[config.mk]
export PLATFORM = sky130hd
export DESIGN_NAME = shift_out_driver
export DESIGN_NICKNAME = d
export VERILOG_FILES = /design/src/rtl/calc_pkg.sv /design/src/rtl/shift_out_driver.sv
export SDC_FILE = /design/constraint.sdc
export NUM_CORES = 1
export LEC_CHECK = 0
export CAP_MARGIN = 20
export CORE_MARGIN = 3
export CORE_UTILIZATION = 56
export DETAILED_ROUTE_END_ITERATION = 10
export HOLD_SLACK_MARGIN = 0.03
export PLACE_DENSITY_LB_ADDON = 0.12
export RECOVER_POWER = 50
export SETUP_SLACK_MARGIN = 0.05
export SYNTH_ARGS = -nofsm -noshare
export SYNTH_HDL_FRONTEND = slang
export SYNTH_SLANG_ARGS = --single-unit
export TNS_END_PERCENT = 50
[constraint.sdc]
create_clock -name clk -period 5.97 [get_ports clk]
set_clock_uncertainty 0.15 [all_clocks]
set_input_delay 1.194 -clock clk [delete_from_list [all_inputs] [get_ports clk]]
set_output_delay 1.194 -clock clk [all_outputs]
set_load 0.01 [all_outputs]
[src/rtl/calc_pkg.sv]
// Shared definitions for the tiny calculator: display serializer state
// encoding and the default display-chain geometry.
package calc_pkg;

    typedef enum logic [1:0] {
        IDLE  = 2'd0,
        LOW   = 2'd1,
        HIGH  = 2'd2,
        LATCH = 2'd3
    } sr_state_t;

    localparam int DISP_WIDTH = 16;
    localparam int SR_DIV     = 2;

endpackage

[src/rtl/shift_out_driver.sv]
// Display serializer: accepts one frame per valid/ready handshake, shifts it
// MSB-first into a 74HC595-style chain, then pulses the storage latch.
module shift_out_driver
    import calc_pkg::*;
#(
    parameter int WIDTH = DISP_WIDTH,
    parameter int DIV   = SR_DIV
) (
    input  logic             clk,
    input  logic             rst,
    input  logic [WIDTH-1:0] i_data,
    input  logic             i_valid,
    output logic             o_ready,
    output logic             o_sr_data,
    output logic             o_sr_clk,
    output logic             o_sr_latch
);

    localparam int DCW = $clog2(DIV + 1);
    localparam int BCW = $clog2(WIDTH + 1);
    localparam logic [DCW-1:0] DIV_LAST = DCW'(DIV - 1);
    localparam logic [BCW-1:0] BIT_LAST = BCW'(WIDTH - 1);

    sr_state_t        state_reg, state_next;
    logic [DCW-1:0]   div_cnt_reg, div_cnt_next;
    logic [BCW-1:0]   bit_cnt_reg, bit_cnt_next;
    logic [WIDTH-1:0] shift_reg, shift_next;
    logic             sr_data_reg, sr_data_next;
    logic             sr_clk_reg, sr_clk_next;
    logic             sr_latch_reg, sr_latch_next;

    logic             div_done;
    logic [WIDTH-1:0] shift_left;

    assign div_done   = (div_cnt_reg == DIV_LAST);
    assign shift_left = shift_reg << 1;

    always_ff @(posedge clk) begin
        if (rst) begin
            state_reg    <= IDLE;
            div_cnt_reg  <= '0;
            bit_cnt_reg  <= '0;
            shift_reg    <= '0;
            sr_data_reg  <= 1'b0;
            sr_clk_reg   <= 1'b0;
            sr_latch_reg <= 1'b0;
        end else begin
            state_reg    <= state_next;
            div_cnt_reg  <= div_cnt_next;
            bit_cnt_reg  <= bit_cnt_next;
            shift_reg    <= shift_next;
            sr_data_reg  <= sr_data_next;
            sr_clk_reg   <= sr_clk_next;
            sr_latch_reg <= sr_latch_next;
        end
    end

    always_comb begin
        state_next    = state_reg;
        div_cnt_next  = div_cnt_reg;
        bit_cnt_next  = bit_cnt_reg;
        shift_next    = shift_reg;
        sr_data_next  = sr_data_reg;
        sr_clk_next   = sr_clk_reg;
        sr_latch_next = sr_latch_reg;

        case (state_reg)
            IDLE: begin
                // o_ready is high throughout IDLE, so valid alone completes the handshake
                if (i_valid) begin
                    state_next    = LOW;
                    shift_next    = i_data;
                    bit_cnt_next  = BIT_LAST;
                    div_cnt_next  = '0;
                    sr_data_next  = i_data[WIDTH-1];
                    sr_clk_next   = 1'b0;
                    sr_latch_next = 1'b0;
                end
            end
            LOW: begin
                if (div_done) begin
                    state_next   = HIGH;
                    div_cnt_next = '0;
                    sr_clk_next  = 1'b1;
                end else begin
                    div_cnt_next = div_cnt_reg + DCW'(1);
                end
            end
            HIGH: begin
                if (div_done) begin
                    div_cnt_next = '0;
                    sr_clk_next  = 1'b0;
                    if (bit_cnt_reg == '0) begin
                        state_next    = LATCH;
                        sr_data_next  = 1'b0;
                        sr_latch_next = 1'b1;
                    end else begin
                        // data only moves when entering LOW, keeping it stable across HIGH
                        state_next   = LOW;
                        shift_next   = shift_left;
                        sr_data_next = shift_left[WIDTH-1];
                        bit_cnt_next = bit_cnt_reg - BCW'(1);
                    end
                end else begin
                    div_cnt_next = div_cnt_reg + DCW'(1);
                end
            end
            LATCH: begin
                if (div_done) begin
                    state_next    = IDLE;
                    div_cnt_next  = '0;
                    sr_latch_next = 1'b0;
                end else begin
                    div_cnt_next = div_cnt_reg + DCW'(1);
                end
            end
            default: begin
                state_next = IDLE;
            end
        endcase
    end

    assign o_ready    = (state_reg == IDLE) && !rst;
    assign o_sr_data  = sr_data_reg;
    assign o_sr_clk   = sr_clk_reg;
    assign o_sr_latch = sr_latch_reg;

endmodule

; Yosys cells after proc, flatten, opt, wreduce, memory -nomap -nowiden
; Index checks and enable logic that the tools add are counted.
; Widths: inputs -> output; s select.
[op_classes]
addsub = 2
eq_ne = 10
n_mux = 28
n_reduce_logical = 13
[op_table]
columns = operator, n
row1 = $mux 15, 3
row2 = $pmux 15 s2, 1
row3 = $mux 5, 3
row4 = $mux 2, 7
row5 = $ne 2x2->1 const B, 6
row6 = $reduce_and 4->1, 3
row7 = $pmux 5 s2, 1
row8 = $mux 1, 8
row9 = $pmux 2 s4, 1
row10 = $pmux 1 s3, 2
row11 = $reduce_bool 3->1, 2
row12 = $logic_not 5->1, 1
row13 = $reduce_and 5->1, 1
row14 = $sub 5x1->5 const B, 1
row15 = $eq 2x1->1 const B, 2
row16 = $eq 2x2->1 const B, 2
row17 = $pmux 2 s2, 1
row18 = $reduce_and 3->1, 1
row19 = $reduce_or 3->1, 1
row20 = $add 2x1->2 const B, 1
row21 = $logic_not 2->1, 1
row22 = $pmux 1 s2, 1
row23 = $reduce_bool 2->1, 1
row24 = $logic_and 1x1->1, 1
row25 = $logic_not 1->1, 1
[totals]
ff_bits = 27
in_bits = 19
out_inout_bits = 4

; Longest topological paths before layout
[depth]
word_depth = 4
depth_mapped = 7
ltp_nobuf = 6

; Worst setup path after synthesis
; OpenSTA, ideal clock, no wires.
[synth_timing]
path_kind = input-to-output
start = input rst
end = output o_ready
arrival_time_ns = 1.594
required_time_ns = 4.626
setup_slack_ns = 3.032
stages = 2
path_cell_list = clkbuf_1 > nor2b_1
[synth_between]
elab_chain_len = 2
[synth_rtl]
columns = element, line
row1 = start: declaration, shift_out_driver.sv:10  ; input logic rst,
row2 = $logic_not 1->1, shift_out_driver.sv:123  ; assign o_ready = (state_reg == IDLE) && !rst;
row3 = $logic_and 1x1->1, shift_out_driver.sv:123
row4 = end: declaration, shift_out_driver.sv:13  ; output logic o_ready,
; Every way passes these cells.

; Worst setup path after layout
; Ends and elaborated chain as after synthesis.

==> impl_metrics.py <==
metrics = {
    "synth": {
        "synth.top_cell.area_share_pct": 37.4,
        "synth_warnings": 0,
        "ys_async_sr_fraction_pct": 0,
        "ys.flop_type": "dfxtp_1",
        "synth_commonest_cells": "dfxtp_1 (27), a21oi_1 (24), a211oi_1 (16), mux2i_1 (14), nor2_1 (8)",
        "synth.most_common_cell": "dfxtp_1",
        "synthTopCellsByArea": "dfxtp_1 (37%), mux2i_1 (9.7%), a21oi_1 (8.3%), a211oi_1 (8.3%), ha_1 (5.2%)",
        "synth_cell_type_count": 39,
        "synth.largest_area_cell": "dfxtp_1",
        "synthesis.area_um2": 1450,
        "synth_edf_count": 0,
        "ys_seq_area_share_pct": 37.4,
        "synth_fp_nets": 176,
        "syn-mean-instance-area_um2": 9.57,
        "netlist_instances": 151,
        "synth-seq-cells": 27,
    },
    "critical_path": {
        "r2r-end": "shift_reg[2]",
        "arrival_ps": 3270,
        "rr_worst_depth": 6,
        "r2r_slack_ps": 2580,
        "path_max_fanout": 28,
        "startpoint_type": "primary input",
        "cp-end-kind": "primary output",
        "reg2reg_from": "state_reg[0]",
        "cp.required_ps": 4630,
        "critPathKind": "primary input to primary output",
    },
    "clocking": {
        "cts_buffer_depth": 2,
        "cts.sinks": 27,
        "numCtsBuffers": 3,
        "clkLatencyLatePin_ps": 330,
        "cts_hold_buf": 0,
        "cts_root_buf": "clkbuf_4",
        "post-cts-setup-buffer-count": 0,
        "cts_resized": 0,
        "cts_tree": "done",
        "htree_levels": 1,
        "path_clk_slew_ps": 150,
    },
    "power": {
        "power_leakage_uw": 0.000599,
        "power.total_uw": 855,
        "vdd_drop_max_mv": 0.289,
        "powerDensity_nw_per_um2": 514,
    },
    "grt": {
        "antenna_found_initial": 0,
        "grt_usage_pct": 18.6,
        "grt_pass1_wl_um": 4870,
        "grt_max_degree": 29,
        "grt_overflow": 0,
        "grt_pass1_vias": 1155,
    },
    "final_layout": {
        "insertedDiodeCount": 0,
        "fillCellCount": 183,
        "drive_above_1_share_pct": 9.41,
        "fin_nets": 196,
        "largest_reg_flops": 15,
        "stdcell_count": 198,
        "syn_to_final_growth_pct": 15.1,
    },
    "timing": {
        "tightest_slew_ps": 1250,
        "setup_viol": 0,
        "finalCritPeriodShare_pct": 77.3,
        "rsz0062_at_grt": "no",
        "timing.fmax_ghz": 0.217,
        "tns_ps": 0,
        "max-slew-margin-rel_pct": 16.8,
        "hold_violations": 0,
        "worst_hold_slack_ps": 314,
        "layout_min_cycle_time_ps": 4610,
        "slew_viol_final": 0,
    },
    "min_path": {
        "whs_endpoint": "div_cnt_reg[1]",
        "hold_path_class": "flop to flop",
        "holdPathStages": 2,
        "min_from": "div_cnt_reg[1]",
    },
    "routing": {
        "wirelength_um": 2980,
        "drc_errors": 0,
        "vias_per_cell": 6.09,
        "dr.first_iter.drc_count": 30,
        "vias": 1206,
        "wl_per_cell_um": 15.0,
        "ant_nets": 0,
        "dr.pass1.iters": 4,
    },
    "die": {
        "start_util_pct": 62.3,
        "io_pins": 23,
        "std_cell_rows": 17,
        "die_h_um": 56.8,
        "core_area_um2": 2320,
        "fp.dieW_um": 56.8,
        "dieArea_um2": 3230,
    },
    "run_status": {
        "outcome": "finished, final reports clean",
    },
    "placement": {
        "portBuffers": 22,
        "gp_congestion": 0.736,
        "dp.cells": 194,
        "dp_hpwl_um": 2060,
    },
    "job": {
        "maxCapViolations": 0,
    },
}
worst max-delay path by stage:
stage               startpoint  endpoint  slack (ps)  depth (start not counted)
floorplan                  rst   o_ready        3030                          2
global placement           rst   o_ready        2110                          4
detailed placement         rst   o_ready        2100                          4
CTS                        rst   o_ready        2090                          4
global route               rst   o_ready        1260                          4
finish                     rst   o_ready        1360                          4
layout by cell type (no fill, tap or decap), drive strengths merged, types with 2 or more instances in the layout:
master / instances
or2: 2
a21bo: 2
clkdlybuf4s50: 18
a311oi: 2
nor2b: 3
inv: 5
nor4: 2
mux2i: 14
o21ai: 2
nor3: 3
dlygate4sd3: 4
a21oi: 25
a31oi: 2
nor2: 8
nand2: 6
clkbuf: 5
dfxtp: 27
a211oi: 18
ha: 6
kinds of logic after synthesis:
family	synth area share, %
compound gates	27.8
simple gates	14.2
mux	9.70
flops	37.4
fa+ha+maj	5.19
buf+inv	5.71
through the flow:
stage | worst slack (ps) | cell area [µm²] | util, %
floorplan | 3030 | 1450 | -
global placement | 2110 | 1660 | 71.6
detailed placement | 2100 | 1660 | 71.6
CTS | 2090 | 1690 | 72.7
global route | 1260 | 1660 | 71.7
finish | 1360 | 1660 | 71.7
critical path, cell delays in order:
cell and delay [ps]:
dlygate4sd3_1 520, clkbuf_1 910, nor2b_1 110, clkdlybuf4s50_1 530
area by class of cell:
type | count | area, µm² | area share [%]
clock inverter | 1 | 5.00 | 0.301
clock buffer | 3 | 22.5 | 1.35
sequential | 27 | 541 | 32.5
tap | 28 | 35.0 | 2.11
timing repair buffer | 25 | 235 | 14.1
inverter | 5 | 18.8 | 1.13
multi-input combinational | 109 | 806 | 48.5
layer usage:
layer / track usage [%] / routed length, µm / part of all wire (%) / vias up
li1: - / - / - / 604
met1: 21.7 / 1320 / 44 / 562
met2: 30.5 / 1460 / 49 / 34
met3: 6.21 / 157 / 5.3 / 6
met4: 8.61 / 45 / 1.5 / 0
met5: 0 / 0 / 0 / -
where the power goes:
| part | internal, µW | switching [µW] | total (µW) |
|---|---|---|---|
| Combinational | 201 | 257 | 458 |
| Sequential | 257 | 58.6 | 316 |
| Clock | 25.2 | 55.3 | 80.5 |
| Total | 484 | 371 | 855 |
Note: power is estimated with default switching activity, not from simulation.
